[src/rtl/alu_share_if.sv]
// Bundle between the two ALU requesters, the shared ALU and the response consumer.
// The arbiter takes the slave view; the surrounding logic takes the master view.
interface alu_share_if #(
  parameter int unsigned DATA_W = 32,
  parameter int unsigned OP_W   = 2
);
  logic              Req0;
  logic [DATA_W-1:0] ReqOp1_0;
  logic [DATA_W-1:0] ReqOp2_0;
  logic [OP_W-1:0]   ReqAluOp0;
  logic              ReqReady0;

  logic              Req1;
  logic [DATA_W-1:0] ReqOp1_1;
  logic [DATA_W-1:0] ReqOp2_1;
  logic [OP_W-1:0]   ReqAluOp1;
  logic              ReqReady1;

  logic [DATA_W-1:0] AluOperand1;
  logic [DATA_W-1:0] AluOperand2;
  logic [OP_W-1:0]   AluOperation;
  logic [DATA_W-1:0] AluResult;
  logic              AluZero;

  logic              RespValid;
  logic              RespReady;
  logic              RespId;
  logic [DATA_W-1:0] RespResult;
  logic              RespZero;

  modport slave (
    input  Req0, ReqOp1_0, ReqOp2_0, ReqAluOp0,
    input  Req1, ReqOp1_1, ReqOp2_1, ReqAluOp1,
    output ReqReady0, ReqReady1,
    output AluOperand1, AluOperand2, AluOperation,
    input  AluResult, AluZero,
    output RespValid, RespId, RespResult, RespZero,
    input  RespReady
  );

  modport master (
    output Req0, ReqOp1_0, ReqOp2_0, ReqAluOp0,
    output Req1, ReqOp1_1, ReqOp2_1, ReqAluOp1,
    input  ReqReady0, ReqReady1,
    input  AluOperand1, AluOperand2, AluOperation,
    output AluResult, AluZero,
    input  RespValid, RespId, RespResult, RespZero,
    output RespReady
  );
endinterface

[src/rtl/alu_share_arbiter.sv]
// Round-robin share of one combinational ALU between two requesters; one operation in flight,
// registered ALU inputs, captured result returned over a valid/ready response port.
module alu_share_arbiter #(
  parameter int unsigned DATA_W = 32,
  parameter int unsigned OP_W   = 2
) (
  input logic       clk,
  input logic       reset,
  alu_share_if.slave bus
);
  typedef enum logic [1:0] {StIdle, StExec, StResp} state_e;

  state_e            state_q, state_d;
  logic              last_grant_q, last_grant_d;
  logic              resp_id_q, resp_id_d;
  logic [DATA_W-1:0] resp_result_q, resp_result_d;
  logic              resp_zero_q, resp_zero_d;
  logic [DATA_W-1:0] alu_op1_q, alu_op1_d;
  logic [DATA_W-1:0] alu_op2_q, alu_op2_d;
  logic [OP_W-1:0]   alu_op_q, alu_op_d;

  logic grant0, grant1, ready0, ready1, accept;

  // On a tie the requester that did not win last time goes first.
  always_comb begin
    grant0 = bus.Req0 & (~bus.Req1 | last_grant_q);
    grant1 = bus.Req1 & (~bus.Req0 | ~last_grant_q);
    ready0 = ~reset & (state_q == StIdle) & grant0;
    ready1 = ~reset & (state_q == StIdle) & grant1;
    accept = ready0 | ready1;
  end

  always_ff @(posedge clk) begin
    if (reset) begin
      state_q       <= StIdle;
      last_grant_q  <= 1'b1;
      resp_id_q     <= 1'b0;
      resp_result_q <= '0;
      resp_zero_q   <= 1'b0;
      alu_op1_q     <= '0;
      alu_op2_q     <= '0;
      alu_op_q      <= '0;
    end else begin
      state_q       <= state_d;
      last_grant_q  <= last_grant_d;
      resp_id_q     <= resp_id_d;
      resp_result_q <= resp_result_d;
      resp_zero_q   <= resp_zero_d;
      alu_op1_q     <= alu_op1_d;
      alu_op2_q     <= alu_op2_d;
      alu_op_q      <= alu_op_d;
    end
  end

  always_comb begin
    state_d       = state_q;
    last_grant_d  = last_grant_q;
    resp_id_d     = resp_id_q;
    resp_result_d = resp_result_q;
    resp_zero_d   = resp_zero_q;
    alu_op1_d     = alu_op1_q;
    alu_op2_d     = alu_op2_q;
    alu_op_d      = alu_op_q;
    case (state_q)
      StIdle: begin
        if (accept) begin
          state_d      = StExec;
          last_grant_d = ready1;
          resp_id_d    = ready1;
          if (ready1) begin
            alu_op1_d = bus.ReqOp1_1;
            alu_op2_d = bus.ReqOp2_1;
            alu_op_d  = bus.ReqAluOp1;
          end else begin
            alu_op1_d = bus.ReqOp1_0;
            alu_op2_d = bus.ReqOp2_0;
            alu_op_d  = bus.ReqAluOp0;
          end
        end
      end
      StExec: begin
        resp_result_d = bus.AluResult;
        resp_zero_d   = bus.AluZero;
        state_d       = StResp;
      end
      StResp: begin
        if (bus.RespReady) state_d = StIdle;
      end
      default: state_d = StIdle;
    endcase
  end

  always_comb begin
    bus.ReqReady0    = ready0;
    bus.ReqReady1    = ready1;
    bus.AluOperand1  = alu_op1_q;
    bus.AluOperand2  = alu_op2_q;
    bus.AluOperation = alu_op_q;
    bus.RespValid    = (state_q == StResp);
    bus.RespId       = resp_id_q;
    bus.RespResult   = resp_result_q;
    bus.RespZero     = resp_zero_q;
  end
endmodule

[src/flat_wrapper.sv]
// flat-port wrapper written by rule: the top's interface ports become plain ports
module alu_share_arbiter_flat 
#(
  parameter int unsigned DATA_W = 32,
  parameter int unsigned OP_W   = 2
)
  (clk, reset, bus_Req0, bus_ReqOp1_0, bus_ReqOp2_0, bus_ReqAluOp0, bus_Req1, bus_ReqOp1_1, bus_ReqOp2_1, bus_ReqAluOp1, bus_ReqReady0, bus_ReqReady1, bus_AluOperand1, bus_AluOperand2, bus_AluOperation, bus_AluResult, bus_AluZero, bus_RespValid, bus_RespId, bus_RespResult, bus_RespZero, bus_RespReady);
  alu_share_if #(.DATA_W(DATA_W), .OP_W(OP_W)) bus_i ();
  input logic clk;
  input logic reset;
  input wire logic [$bits(bus_i.Req0)-1:0] bus_Req0;
  input wire logic [$bits(bus_i.ReqOp1_0)-1:0] bus_ReqOp1_0;
  input wire logic [$bits(bus_i.ReqOp2_0)-1:0] bus_ReqOp2_0;
  input wire logic [$bits(bus_i.ReqAluOp0)-1:0] bus_ReqAluOp0;
  input wire logic [$bits(bus_i.Req1)-1:0] bus_Req1;
  input wire logic [$bits(bus_i.ReqOp1_1)-1:0] bus_ReqOp1_1;
  input wire logic [$bits(bus_i.ReqOp2_1)-1:0] bus_ReqOp2_1;
  input wire logic [$bits(bus_i.ReqAluOp1)-1:0] bus_ReqAluOp1;
  output wire logic [$bits(bus_i.ReqReady0)-1:0] bus_ReqReady0;
  output wire logic [$bits(bus_i.ReqReady1)-1:0] bus_ReqReady1;
  output wire logic [$bits(bus_i.AluOperand1)-1:0] bus_AluOperand1;
  output wire logic [$bits(bus_i.AluOperand2)-1:0] bus_AluOperand2;
  output wire logic [$bits(bus_i.AluOperation)-1:0] bus_AluOperation;
  input wire logic [$bits(bus_i.AluResult)-1:0] bus_AluResult;
  input wire logic [$bits(bus_i.AluZero)-1:0] bus_AluZero;
  output wire logic [$bits(bus_i.RespValid)-1:0] bus_RespValid;
  output wire logic [$bits(bus_i.RespId)-1:0] bus_RespId;
  output wire logic [$bits(bus_i.RespResult)-1:0] bus_RespResult;
  output wire logic [$bits(bus_i.RespZero)-1:0] bus_RespZero;
  input wire logic [$bits(bus_i.RespReady)-1:0] bus_RespReady;
  assign bus_i.Req0 = bus_Req0;
  assign bus_i.ReqOp1_0 = bus_ReqOp1_0;
  assign bus_i.ReqOp2_0 = bus_ReqOp2_0;
  assign bus_i.ReqAluOp0 = bus_ReqAluOp0;
  assign bus_i.Req1 = bus_Req1;
  assign bus_i.ReqOp1_1 = bus_ReqOp1_1;
  assign bus_i.ReqOp2_1 = bus_ReqOp2_1;
  assign bus_i.ReqAluOp1 = bus_ReqAluOp1;
  assign bus_ReqReady0 = bus_i.ReqReady0;
  assign bus_ReqReady1 = bus_i.ReqReady1;
  assign bus_AluOperand1 = bus_i.AluOperand1;
  assign bus_AluOperand2 = bus_i.AluOperand2;
  assign bus_AluOperation = bus_i.AluOperation;
  assign bus_i.AluResult = bus_AluResult;
  assign bus_i.AluZero = bus_AluZero;
  assign bus_RespValid = bus_i.RespValid;
  assign bus_RespId = bus_i.RespId;
  assign bus_RespResult = bus_i.RespResult;
  assign bus_RespZero = bus_i.RespZero;
  assign bus_i.RespReady = bus_RespReady;
  alu_share_arbiter #(.DATA_W(DATA_W), .OP_W(OP_W)) u_core (.clk(clk), .reset(reset), .bus(bus_i));
endmodule
[config.mk]
export PLATFORM = sky130hd
export DESIGN_NAME = alu_share_arbiter_flat
export DESIGN_NICKNAME = d
export VERILOG_FILES = /design/src/rtl/alu_share_if.sv /design/src/rtl/alu_share_arbiter.sv /design/src/flat_wrapper.sv
export SDC_FILE = /design/constraint.sdc
export NUM_CORES = 1
export LEC_CHECK = 0
export ABC_CLOCK_PERIOD_IN_PS = 2500
export CORE_MARGIN = 2
export CORE_UTILIZATION = 35
export DETAILED_ROUTE_END_ITERATION = 8
export PLACE_DENSITY = 0.86
export REMOVE_ABC_BUFFERS = 1
export SLEW_MARGIN = 15
export SYNTH_ARGS = -nofsm -noshare
export SYNTH_HDL_FRONTEND = slang
export SYNTH_SLANG_ARGS = --single-unit
[constraint.sdc]
create_clock -name clk -period 2.5 [get_ports clk]
set_input_delay 0.75 -clock clk [delete_from_list [all_inputs] [get_ports clk]]
set_output_delay 0.75 -clock clk [all_outputs]
set_load 0.01 [all_outputs]
==> results of run 1 <==
[metal layers]
layer  vias up  wire, um  track usage
met4         0       397      0.08382
li1       2542         -            -
met3        26      1572      0.07605
met5         -         0            0
met1      2447      6750       0.2719
met2       250      7885       0.3714
[logic make-up (layout without fill, tap and decap cells)]
logic type / after synthesis / after routing / share of synthesized area
AOI/OAI and AO/OA: 238 / 238 / 0.3511
DFF: 103 / 103 / 0.4390
buffers and inverters: 75 / 319 / 0.07325
and+or+nand+nor: 141 / 141 / 0.1367
[repair_timing]
item | in CTS | in global routing
cloned | 0 | 0
setup endpoints to repair | 2 | 1
setup buffers | 1 | 1
gates resized for setup | 11 | 3
pin swaps | 1 | 1
endpoints found under the hold margin | 0 | 0
[worst max-delay path: cells and delay by family]
| family | cells | cell delay [ns] |
|---|---|---|
| AO/OA/AOI/OAI | 1 | 0.26 |
| AND/OR/NAND/NOR | 1 | 0.10 |
| buffers and inverters | 2 | 0.59 |
[sequential cells by signal (all words and copies together), names as in the netlist]
name and flops:
u_core.last_grant_q 1, u_core.bus.RespId 1, u_core.state_q 2, u_core.bus.RespZero 1, u_core.bus.AluOperand2 32, u_core.bus.AluOperand1 32, u_core.bus.RespResult 32, u_core.bus.AluOperation 2
[power by group through the flow]
| stage | registers (uW) | clock network (uW) | logic (uW) |
|---|---|---|---|
| after floorplan | 1960 | 0 | 447 |
| after global placement | 1900 | 0 | 1300 |
| after detailed placement | 1900 | 0 | 1310 |
| after CTS | 1870 | 1480 | 1320 |
| after global routing | 1880 | 1540 | 1420 |
| final | 1870 | 1440 | 1320 |
[path summary, 6_finish.rpt]
path	to	slack, ns
max	bus_ReqReady1	0.06
min	u_core.bus.RespResult[2]	0.46
max reg2reg	u_core.bus.AluOperand2[27]	0.68
min reg2reg	u_core.bus.RespResult[2]	0.46
[final cells by class]
type | instances | area share
clock buffer | 10 | 0.03006
timing repair buffer | 300 | 0.3806
sequential | 103 | 0.2593
multi-input combinational | 379 | 0.2922
clock inverter | 6 | 0.008655
tap | 176 | 0.02769
inverter | 3 | 0.001416
[cell usage in the layout (no fill, tap or decap), types with 3 or more instances in the layout]
cell type / netlist / routed
a21oi_1: 101 / 101
a311oi_2: 30 / 30
inv_1: 3 / 3
clkbuf_16: 0 / 9
dfxtp_1: 103 / 103
buf_12: 0 / 8
nand2_1: 66 / 66
a311oi_1: 36 / 36
buf_4: 4 / 20
o21ai_0: 10 / 10
nand3_1: 66 / 66
o21ai_1: 57 / 57
clkdlybuf4s50_1: 0 / 268
[per-stage QoR]
step	setup TNS, ns	hold slack [ns]
floorplan	-184.33	0.4745
global route	0	0.4708
detailed placement	-2.032	0.4476
finish	0	0.4554
global placement	-1.117	0.4409
CTS	0	0.4569
==> load_flow_metrics.sql, run 1 <==
INSERT INTO impl_metrics (metric_group, metric, value, unit) VALUES
('global_routing', 'number_of_antenna_violations_at_the_first_check_in_global_routing', '0', ''),
('sta', 'fin_crit', '2.445', 'ns'),
('place', 'portBuffers', '272', ''),
('worst_setup_path', 'critical-path-slowest-cell', 'clkdlybuf4s50_1', ''),
('final_layout', 'final_area', '0.007951', 'mm2'),
('global_routing', 'pin_count_of_the_biggest_net_entering_global_routing', '68', ''),
('worst_setup_path', 'timing.critical_path.to_type', 'primary output', ''),
('final_layout', 'final_nets', '966', ''),
('run_status', 'status', 'complete, no violations', ''),
('worst_setup_path', 'crit-reg2reg-launch', 'u_core.last_grant_q', ''),
('yosys', 'synth-seq-cells', '103', ''),
('sta', 'rsz0062_at_grt', 'no', ''),
('global_routing', 'grt_pass1_wl', '25910', 'um'),
('route', 'wl_cell', '17.00', 'um'),
('worst_setup_path', 'timing.critical_path.fanout_max', '3', ''),
('final_layout', 'nFillCells', '1127', ''),
('yosys', 'synthesis.yosys.warnings', '0', ''),
('final_layout', 'drive_gt1_frac', '0.1074', ''),
('global_routing', 'gr-usage-all-layers', '0.2251', ''),
('sta', 'max-slew-margin-rel', '0.4946', ''),
('pwr', 'power_per_cell_area', '581.6', 'mW/mm2'),
('route', 'antenna_violating_nets_post_route', '0', ''),
('sta', 'final_critical_path_setup_slack', '0.05504', 'ns'),
('min_path', 'worstHoldStart', 'u_core.bus.RespResult[2]', ''),
('worst_setup_path', 'worstRegToRegCells', '4', ''),
('yosys', 'ys_dominant_reg_cell', 'dfxtp_1', ''),
('pwr', 'clock_power_share', '0.311', ''),
('worst_setup_path', 'worstPathCellList', 'clkdlybuf4s50_1 -> a21bo_2 -> nor2_4 -> buf_2', ''),
('yosys', 'synth.largest_area_cell', 'dfxtp_1', ''),
('clock_tree', 'cts-hold-fix-buffers', '0', ''),
('yosys', 'asyncSetResetFlopFracSynth', '0', ''),
('worst_setup_path', 'timing.critical_path.required', '1.75', 'ns'),
('pwr', 'power.leakage', '0.002639', 'uW'),
('final_layout', 'area_of_the_multi_input_gates', '0.002323', 'mm2'),
('sta', 'hold_viol_final', '0', ''),
('min_path', 'min_path_cells', '2', ''),
('sta', 'setup_violations', '0', ''),
('clock_tree', 'cts_buffer_depth', '2', ''),
('yosys', 'netlist_top_cells_area', 'dfxtp_1, a21oi_1, a311oi_2', ''),
('worst_setup_path', 'timing_worst_setup_path_type', 'primary input to primary output', ''),
('place', 'detailed_placement_hpwl', '11460', 'um'),
('floorplanning', 'initial_core_util', '0.3561', ''),
('place', 'placed_area', '0.007614', 'mm2'),
('pwr', 'ir_drop', '358.4', 'uV'),
('yosys', 'post-synth-top-count-cell', 'dfxtp_1', ''),
('floorplanning', 'pin_count', '273', ''),
('clock_tree', 'clk_pin_slew', '0.07', 'ns'),
('yosys', 'synthesis.area', '0.004697', 'mm2'),
('place', 'dp_cells', '959', ''),
('yosys', 'synth_edf_count', '0', ''),
('pwr', 'finalPower', '4624', 'uW'),
('worst_setup_path', 'worst_setup_path_startpoint', 'bus_Req0', ''),
('worst_setup_path', 'cp.arrival', '1.69', 'ns'),
('pwr', 'swShare', '0.2850', ''),
('clock_tree', 'root_buffer', 'clkbuf_16', ''),
('clock_tree', 'cts_inserted_buffers', '9', ''),
('route', 'sum_of_routed_wire_length_over_all_layers', '16610', 'um'),
('sta', 'clock-skew-final', '0.007921', 'ns'),
('pwr', 'power.switching', '1318', 'uW'),
('route', 'drcViolationCount', '0', ''),
('place', 'dpl_worst_slack', '-0.4627', 'ns'),
('yosys', 'synth_cells', '557', ''),
('sta', 'clock.fmax', '0.4090', 'GHz'),
('final_layout', 'syn2layout_area_growth', '69.29', '%'),
('yosys', 'synth_top_cells_by_count', 'dfxtp_1, a21oi_1, nand2_1, nand3_1, o21ai_1', ''),
('floorplanning', 'placement_rows', '42', ''),
('yosys', 'synth.distinct_cells', '26', ''),
('clock_tree', 'cts_tree', 'done', ''),
('sta', 'final-max-slew-violation-count', '0', ''),
('floorplanning', 'die_h', '119.8', 'um'),
('route', 'drt_first_iter_violations', '356', '');
No activity file was read; power rests on OpenSTA's default activity.
==> run 2, diff against run 1 <==
--- a/config.mk
+++ b/config.mk
@@ -6,12 +6,13 @@
 export NUM_CORES = 1
 export LEC_CHECK = 0
 export ABC_CLOCK_PERIOD_IN_PS = 2500
+export CAP_MARGIN = 20
 export CORE_MARGIN = 2
 export CORE_UTILIZATION = 35
 export DETAILED_ROUTE_END_ITERATION = 8
 export PLACE_DENSITY = 0.86
 export REMOVE_ABC_BUFFERS = 1
-export SLEW_MARGIN = 15
+export SKIP_LAST_GASP = 1
 export SYNTH_ARGS = -nofsm -noshare
 export SYNTH_HDL_FRONTEND = slang
 export SYNTH_SLANG_ARGS = --single-unit
==> results of run 2 <==
Final layout, timing and power as in run 1 (identical DEF).
==> run 3, diff against run 2 <==
--- a/config.mk
+++ b/config.mk
@@ -9,6 +9,7 @@
 export CAP_MARGIN = 20
 export CORE_MARGIN = 2
 export CORE_UTILIZATION = 35
+export CTS_CLUSTER_SIZE = 8
 export DETAILED_ROUTE_END_ITERATION = 8
 export PLACE_DENSITY = 0.86
 export REMOVE_ABC_BUFFERS = 1
@@ -16,3 +17,4 @@
 export SYNTH_ARGS = -nofsm -noshare
 export SYNTH_HDL_FRONTEND = slang
 export SYNTH_SLANG_ARGS = --single-unit
+export TNS_END_PERCENT = 50
==> run 3 against run 2 <==
  * Largest cell class unchanged
  * Design area unchanged
  * Routed wire length decreased by 0.38%
  * First-iteration DRC count increased by 0.56%
  * Sequential share of layout area unchanged
==> load_flow_metrics.sql, run 3 (synthesis gave the netlist of run 1 again) <==
INSERT INTO impl_metrics (metric_group, metric, value, unit) VALUES
('run_status', 'status', 'complete, no violations', ''),
('route', 'vias_per_cell', '5.394', ''),
('global_routing', 'gr_met2_demand_resource', '0.3729', ''),
('global_routing', 'global_route.overflow_total', '0', ''),
('clock_tree', 'root_buffer', 'clkbuf_16', ''),
('worst_setup_path', 'worstPathCellList', 'clkdlybuf4s50_1 -> inv_1 -> a211oi_4 -> buf_2', ''),
('worst_setup_path', 'timing_worst_setup_path_type', 'primary input to primary output', ''),
('final_layout', 'layout_common_cells', 'clkdlybuf4s50_1, dfxtp_1, a21oi_1', ''),
('final_layout', 'drive_gt1_frac', '0.1074', ''),
('sta', 'setup_violations', '0', ''),
('sta', 'rsz0062_at_grt', 'no', ''),
('global_routing', 'met3_usage', '0.07605', ''),
('clock_tree', 'numClockSinks', '103', ''),
('place', 'dpl_worst_slack', '-0.4627', 'ns'),
('sta', 'period_share', '0.9765', ''),
('clock_tree', 'cts-hold-fix-buffers', '0', ''),
('worst_setup_path', 'critical-path-slowest-cell', 'clkdlybuf4s50_1', ''),
('floorplanning', 'core_region_area', '0.01319', 'mm2'),
('worst_setup_path', 'timing.critical_path.required', '1.75', 'ns'),
('final_layout', 'antenna_diode_count', '0', ''),
('min_path', 'worstHoldStart', 'u_core.bus.RespResult[2]', ''),
('floorplanning', 'fp.dieArea', '0.01436', 'mm2'),
('floorplanning', 'placement_rows', '42', ''),
('worst_setup_path', 'worstSetupStartpointType', 'primary input', ''),
('sta', 'fin_crit', '2.441', 'ns'),
('place', 'gpl.final_weighted_congestion', '0.8204', ''),
('worst_setup_path', 'timing.reg2reg.setup_slack', '0.70', 'ns'),
('sta', 'hold_viol_final', '0', ''),
('global_routing', 'vias_in_the_first_global_route', '5016', ''),
('final_layout', 'nFillCells', '1128', ''),
('worst_setup_path', 'cp_slowest_stage_delay', '0.50', 'ns'),
('route', 'antenna_violating_nets_post_route', '0', ''),
('sta', 'clock.fmax', '0.4096', 'GHz'),
('global_routing', 'use_met1', '0.2716', ''),
('sta', 'clock-skew-final', '0.008672', 'ns'),
('global_routing', 'gr-usage-all-layers', '0.2250', ''),
('worst_setup_path', 'timing.critical_path.fanout_max', '3', ''),
('clock_tree', 'h-tree-depth', '3', ''),
('worst_setup_path', 'r2r-end', 'u_core.bus.AluOperand2[27]', ''),
('final_layout', 'non_filler_cells_in_the_finished_layout', '977', ''),
('clock_tree', 'clk_latency', '0.35', 'ns'),
('route', 'drcViolationCount', '0', ''),
('pwr', 'power.leakage', '0.002639', 'uW'),
('pwr', 'ir_drop', '368.6', 'uV'),
('min_path', 'min_path_cells', '2', ''),
('worst_setup_path', 'crit-reg2reg-launch', 'u_core.last_grant_q', ''),
('route', 'routed_vias', '5270', ''),
('floorplanning', 'die_w', '119.8', 'um'),
('sta', 'final_critical_path_setup_slack', '0.05885', 'ns'),
('clock_tree', 'cts_buffer_depth', '2', ''),
('global_routing', 'grt_pass1_wl', '25920', 'um'),
('clock_tree', 'clk_pin_slew', '0.07', 'ns'),
('clock_tree', 'cts_tree', 'done', ''),
('place', 'portBuffers', '272', ''),
('global_routing', 'pin_count_of_the_biggest_net_entering_global_routing', '68', ''),
('floorplanning', 'die_h', '119.8', 'um'),
('sta', 'final-max-slew-violation-count', '0', ''),
('worst_setup_path', 'cp.arrival', '1.69', 'ns'),
('place', 'detailed_placement_hpwl', '11460', 'um'),
('sta', 'max-slew-margin-rel', '0.4943', ''),
('worst_setup_path', 'timing.critical_path.to_type', 'primary output', ''),
('final_layout', 'final_common_cell', 'clkdlybuf4s50_1', ''),
('route', 'sum_of_routed_wire_length_over_all_layers', '16540', 'um'),
('min_path', 'worst_hold_path.endpoint', 'u_core.bus.RespResult[2]', ''),
('final_layout', 'final_nets', '966', ''),
('global_routing', 'grt_busiest_layer', 'met2', ''),
('job', 'drv_cap', '0', ''),
('sta', 'fin_setup_tns', '0', 'ns'),
('min_path', 'timing.hold.worst.class', 'flip-flop to flip-flop', ''),
('worst_setup_path', 'worstRegToRegCells', '4', ''),
('sta', 'worst_slew_pin_slew', '0.7585', 'ns'),
('floorplanning', 'pin_count', '273', ''),
('place', 'dp_cells', '959', ''),
('route', 'wl_cell', '16.93', 'um'),
('final_layout', 'syn2layout_area_growth', '69.29', '%'),
('route', 'drt_first_iter_violations', '358', ''),
('clock_tree', 'cts_inserted_buffers', '9', ''),
('floorplanning', 'initial_core_util', '0.3561', ''),
('pwr', 'power_per_cell_area', '581.4', 'mW/mm2'),
('route', 'drt_first_pass_iters', '7', ''),
('global_routing', 'number_of_antenna_violations_at_the_first_check_in_global_routing', '0', '');
-- run 3: cell counts in the layout (fill, tap and decap cells not counted) --
Identical to the previous run, type by type.
-- run 3: final cells by class --
type / count / area [um2] / share of cell area
multi-input combinational: 379 / 2323 / 0.2922
clock inverter: 6 / 68.82 / 0.008655
inverter: 3 / 11.26 / 0.001416
timing repair buffer: 300 / 3027 / 0.3806
sequential: 103 / 2062 / 0.2593
tap: 176 / 220.2 / 0.02769
clock buffer: 10 / 239.0 / 0.03006
-- run 3: power by group --
group	leakage [uW]	switching [uW]	internal, uW
Clock	0.000149	629	809
Sequential	0.000847	78.9	1790
Combinational	0.00164	608	712
-- run 3: routing by layer --
layer / vias up / wire, um
met3: 25 / 1594
met1: 2456 / 6703
met2: 250 / 7883
met5: - / 0
li1: 2539 / -
met4: 0 / 360
-- run 3: timing repair --
item | 4_1_cts | 5_1_grt
setup buffers | 1 | 1
pin swaps | 1 | 1
endpoints found under the setup margin | 2 | 1
gates resized for setup | 10 | 4
-- run 3: worst max-delay path by stage --
stage | from | depth (start not counted) | end
2_1_floorplan | reset | 3 | u_core.bus.AluOperand1[0]
3_3_place_gp | bus_Req1 | 4 | bus_ReqReady1
3_5_place_dp | bus_Req1 | 4 | bus_ReqReady1
4_1_cts | bus_Req1 | 4 | bus_ReqReady0
5_1_grt | bus_Req0 | 4 | bus_ReqReady0
6_report | bus_Req0 | 4 | bus_ReqReady0
-- run 3: critical path, delay by kind of cell --
kind / cells / cell delay [ns]
buffers and inverters: 3 / 0.76
AO/OA/AOI/OAI: 1 / 0.18
-- run 3: through the flow --
stage	power (uW)	area (um2)	util	hold WS, ns
6_report	4623	7951	0.6028	0.4554
3_5_place_dp	3214	7614	0.5772	0.4476
2_1_floorplan	2408	4364	-	0.4745
4_1_cts	4663	7936	0.6017	0.4569
3_3_place_gp	3191	7614	0.5772	0.4409
5_1_grt	4843	7951	0.6028	0.4708
==> RTL change 1: new RTL, settings of run 3 <==
`OP_W` is set to 2 in 3 places; all go to 3.
--- a/src/rtl/alu_share_if.sv
+++ b/src/rtl/alu_share_if.sv
@@ -3,5 +3,5 @@
 interface alu_share_if #(
   parameter int unsigned DATA_W = 32,
-  parameter int unsigned OP_W   = 2
+  parameter int unsigned OP_W   = 3
 );
   logic              Req0;
--- a/src/rtl/alu_share_arbiter.sv
+++ b/src/rtl/alu_share_arbiter.sv
@@ -3,5 +3,5 @@
 module alu_share_arbiter #(
   parameter int unsigned DATA_W = 32,
-  parameter int unsigned OP_W   = 2
+  parameter int unsigned OP_W   = 3
 ) (
   input logic       clk,
--- a/src/flat_wrapper.sv
+++ b/src/flat_wrapper.sv
@@ -3,5 +3,5 @@
 #(
   parameter int unsigned DATA_W = 32,
-  parameter int unsigned OP_W   = 2
+  parameter int unsigned OP_W   = 3
 )
   (clk, reset, bus_Req0, bus_ReqOp1_0, bus_ReqOp2_0, bus_ReqAluOp0, bus_Req1, bus_ReqOp1_1, bus_ReqOp2_1, bus_ReqAluOp1, bus_ReqReady0, bus_ReqReady1, bus_AluOperand1, bus_AluOperand2, bus_AluOperation, bus_AluResult, bus_AluZero, bus_RespValid, bus_RespId, bus_RespResult, bus_RespZero, bus_RespReady);
Ports: changed (resized bus_AluOperation, bus_ReqAluOp0 and bus_ReqAluOp1); port bits go from 273 to 276. The function was not compared with the original's and may differ.
==> RTL change 1 against run 3 <==
- wire length grew 1.1%
- highest routed layer unchanged
- largest cell class unchanged
- area after synthesis shrank 0.53%
- critical endpoint unchanged
- final cell count grew 0.41%
- power shrank 0.20%
- setup slack lost 14 ps
- worst hold slack gained 0.60 ps
- core utilization shrank 0.39 points
- cell area shrank 1.0%
- first-iteration DRC count grew 41%
- die area shrank 0.52%
- sequential cell count grew 1
- critical path depth is the same
==> RTL change 1: results (changes against run 3) <==
For the weighted congestion reported at the end of routability-driven placement, the log shows 0.8025 (-2.2%). The worst setup timing slack at the placement stage is -456.4 ps (+6.274 ps), and the total of warnings raised by yosys is 0 (unchanged). For the sum of routed wire length over all layers, the log shows 16.73 mm (+1.1%).

The number of different library cells in the post-synthesis netlist was 26 (unchanged). The number of port buffers was 275 (+1.1%); the arrival time of data at the critical path endpoint was 1710 ps (+20 ps). Async set or reset register ratio after synthesis: 0% (unchanged). The tools report the insertion delay of the later-clocked pin in the worst-skew pair as 350 ps (about the same). In this design, the stage delay of the slowest critical-path cell is 510 ps. Largest delay contributor family on the critical path: buffers and inverters. The run gives 2 (unchanged) as the maximum clock insertion buffer count. The number of post-CTS setup repair buffers is 0 (-1), and the transition time at the pin with the least slew margin is 676.5 ps (-81.97 ps).

The run gives 2.607 nW (-1.2%) as the leakage component of the power. The wire length of the first global-routing pass is 26.45 mm (+2.0%). The logs give 69 (+1.5%) for the maximum number of pins on one net before global-route repair and 972 (+0.62%) for the layout net count. The clock skew is 8.641 ps (-0.03114 ps).

The number of global-route vias before repair is 5146 (+2.6%). The run gives 314.5 uV (-15%) as the maximum VDD drop. The biggest fanout along the worst timing path is 3 (unchanged), and the clock group share of total power is 31.6% (+0.5 points). The tools report the power spent charging and discharging nets as 1.341 mW (+1.9%). The type of the worst min-delay path is register to register. The number of antenna diodes is 0 (unchanged). The run finished with clean final reports. For the initial DRC count, the log shows 505 (+41%). The primary flip-flop cell chosen by synthesis mapping is dfxtp_1. Sorting the synthesized cells by how often they occur yields 104 x dfxtp_1, 102 x a21oi_1, 67 x nand3_1. The part of the total power dissipated in sequential elements is 40.8% (+0.5 points), and the share of post-route cells with drive strength above 1 is 8.944% (-1.8 points). The tools report the global-route total usage across every layer as 23.07% (+0.57 points). CTS root buffer: clkbuf_16.

For the number of antenna violations at the first check in global routing, the log shows 0 (unchanged). The cell with the largest stage delay on the worst path is clkdlybuf4s50_1. The first-pass iteration count of the detailed router is 6 (-1). The logs give 11.16 mm (-2.5%) for the sum of net half-perimeters after detailed placement and 5288 (+0.34%) for the total vias in the final route. The number of buffers created by CTS is 9 (unchanged), and the power density over cell area is 586.4 nW/um^2 (+0.85%). The share of the yosys chip area belonging to registers came out at 44.56% (+0.66 points). In the post-synthesis netlist, the biggest area contributors are dfxtp_1 45%, a21oi_1 11%, a311oi_1 8.8%, nand3_1 7.2%, o21ai_0 7.1%.
[RTL change 1: final timing paths]
check	from	endpoint	slack, ps	cells past startpoint
min reg2reg	u_core.bus.RespResult[13]$_SDFFE_PP0N_	u_core.bus.RespResult[13]$_SDFFE_PP0N_	460	2
max	bus_Req0	bus_ReqReady0	40	4
max reg2reg	u_core.last_grant_q$_SDFFE_PP1P_	u_core.bus.AluOperand1[31]$_SDFFE_PP0P_	640	4
min	u_core.bus.RespResult[13]$_SDFFE_PP0N_	u_core.bus.RespResult[13]$_SDFFE_PP0N_	460	2
[RTL change 1: through the flow]
stage                     hold WS [ps]  utilization, %  cell area [um^2]  cells
after floorplan                  474.5               -              4345    490
after global placement           441.5           57.53              7559    965
after detailed placement         446.3           57.53              7559    965
after CTS                        456.6           59.79              7855    981
after global routing             478.2           59.90              7869    981
final                            456.0           59.90              7869    981
[RTL change 1: kinds of logic after synthesis]
family / Yosys count / synth area share, %
flip-flops: 104 / 44.56
AO/OA/AOI/OAI: 241 / 34.36
buffers and inverters: 75 / 7.231
AND/OR/NAND/NOR: 142 / 13.85
[RTL change 1: cell type report]
| type | count | area (um^2) |
|---|---|---|
| clock buffer | 9 | 225.2 |
| clock inverter | 7 | 77.57 |
| fill | 1126 | 5269 |
| inverter | 3 | 11.26 |
| multi-input combinational | 383 | 2276 |
| sequential | 104 | 2082 |
| tap | 176 | 220.2 |
| timing repair buffer | 299 | 2977 |
[RTL change 1: layer usage]
| metal | global-route usage [%] | wire length, um |
|---|---|---|
| met1 | 27.65 | 6797 |
| met2 | 37.79 | 7869 |
| met3 | 7.414 | 1563 |
| met4 | 10.29 | 500 |
| met5 | 0 | 0 |
[RTL change 1: repair_timing]
item	CTS	global route
gates resized for setup	9	4
pin swaps	1	1
hold buffers	0	0
setup endpoints to repair	2	2
==> RTL change 2: new RTL, settings of run 3 <==
Without the edit above. `alu_op1_q` no longer has a reset.
--- a/src/rtl/alu_share_arbiter.sv
+++ b/src/rtl/alu_share_arbiter.sv
@@ -38,5 +38,4 @@
       resp_result_q <= '0;
       resp_zero_q   <= 1'b0;
-      alu_op1_q     <= '0;
       alu_op2_q     <= '0;
       alu_op_q      <= '0;
@@ -47,8 +46,11 @@
       resp_result_q <= resp_result_d;
       resp_zero_q   <= resp_zero_d;
-      alu_op1_q     <= alu_op1_d;
       alu_op2_q     <= alu_op2_d;
       alu_op_q      <= alu_op_d;
     end
+  end
+
+  always_ff @(posedge clk) begin
+    alu_op1_q <= alu_op1_d;
   end
 
Check against the original RTL: differs if reset is asserted again (counterexample within 4 cycles, from zero or initial values and one cycle with reset high); with reset held inactive, the same outputs for 10 cycles.
==> RTL change 2 against run 3 <==
- wire length is 11% lower
- setup slack worse by 54 ps
- power is 7.2% lower
- sequential power is 4% higher
- cell area is 6.1% lower
- clock power is 7% lower
- sequential cell count stayed put
- area after synthesis is 8.2% lower
- critical path type unchanged
- critical endpoint unchanged
==> RTL change 2: results (changes against run 3) <==
Initial DRC count: 186 (-48%). The logs give 21.11% (-1.4 points) for the global-route total usage across every layer and 6 (-4) for the post-cts repair resize count. The logs give 0.8163 (-0.50%) for the weighted congestion reported at the end of routability-driven placement and 7.647 mm (-3.0%) for the amount of wire on met2 after detailed routing. Arrival time of data at the critical path endpoint: 1750 ps (+60 ps).

For the layout net count, the log shows 864 (-11%). The global routing usage on met3 is 6.273% (-1.3 points). The fraction of post-synthesis cell area in the top cell type by area was 32.97% (-11 points); the number of global-route vias before repair was 4441 (-11%).

Transition time at the pin with the least slew margin: 731.8 ps (-26.68 ps). Leakage component of the power: 2.606 nW (-1.3%). The area fraction of clock buffers and clock inverters came out at 3.754% (-0.12 points). The startpoint identified for the worst register-to-register timing path is u_core.state_q[1]$_SDFFE_PP0P_.

The number of fill cells is 985 (-13%), and the fraction of met2 tracks used by global routing is 39.49% (+2.2 points). The post-detailed-placement cell area is 7168 um^2 (-5.9%). The run gives 1730 um^2 (-26%) as the total area of multi-input combinational cells. The most critical setup path has its startpoint at reset. The logs give 21.92 mm (-15%) for the wire length of the first global-routing pass and 307.4 uV (-17%) for the maximum VDD drop.

The met1 global-route usage came out at 22.09% (-5.1 points). The share of post-route cells with drive strength above 1 is 7.153% (-3.6 points), and the layout multi-input combinational cell count is 285 (-25%). The sum of routed wire length over all layers was 14.75 mm (-11%).

The tools report the number of different library cells in the post-synthesis netlist as 25 (-3.8%). Combinational power: 1.03 mW (-22%). The proportion of final cell area spent on non-clock buffers is 38.55% (+0.48 points). The run gives 2382 um^2 (+16%) as the area used by sequential logic in the layout.

Register-to-register path setup slack: 420 ps (-280 ps). For the first-pass iteration count of the detailed router, the log shows 4 (-3). The worst register-to-register path ends at u_core.bus.AluOperand2[28]$_SDFFE_PP0P_. The run finished with clean final reports. For the relative contribution of combinational cells to total power, the log shows 24.0% (-4.5 points).

Sorting the synthesized cells by area gives the leading types as dfxtp_1 33%, edfxtp_1 22%, a21oi_1 8.0%, mux2_1 7.3%, a311oi_1 6.9%. The post-route met1 wirelength is 5.260 mm (-22%), and the ratio of final minimum period to clock period is 99.80% (+2.2 points).
## RTL change 2: cell types whose count changed in the layout (fill, tap and decap cells not counted), moves of 2 or more
cell and delta:
a311oi_1 -2, o21ai_0 +26, inv_6 +2, nand3_1 -32, mux2_1 +28, mux2_2 +4, a311oi_2 -30, dlygate4sd2_1 +3
a21oi_1 -32, dfxtp_1 -32, edfxtp_1 +32, o21ai_1 -57, buf_12 -7
## RTL change 2: worst max-delay path, delay by kind of cell
kind / cells / cell delay (ps)
AO/OA/AOI/OAI: 1 / 260
buffers and inverters: 2 / 380
AND/OR/NAND/NOR: 1 / 350
## RTL change 2: cells by family after synthesis
group / after synthesis
AOI/OAI and AO/OA: 142
buffers and inverters: 47
muxes: 32
and+or+nand+nor: 111
DFF: 103
## RTL change 2: metrics by stage
step                      hold WS [ps]  std cells  TNS, ps
after floorplan                  474.5        391  -129760
after global placement           441.2        828   -759.4
after detailed placement         447.1        828    -2112
after CTS                        455.7        845        0
after global routing             485.2        846   -20.77
final                            455.9        846        0
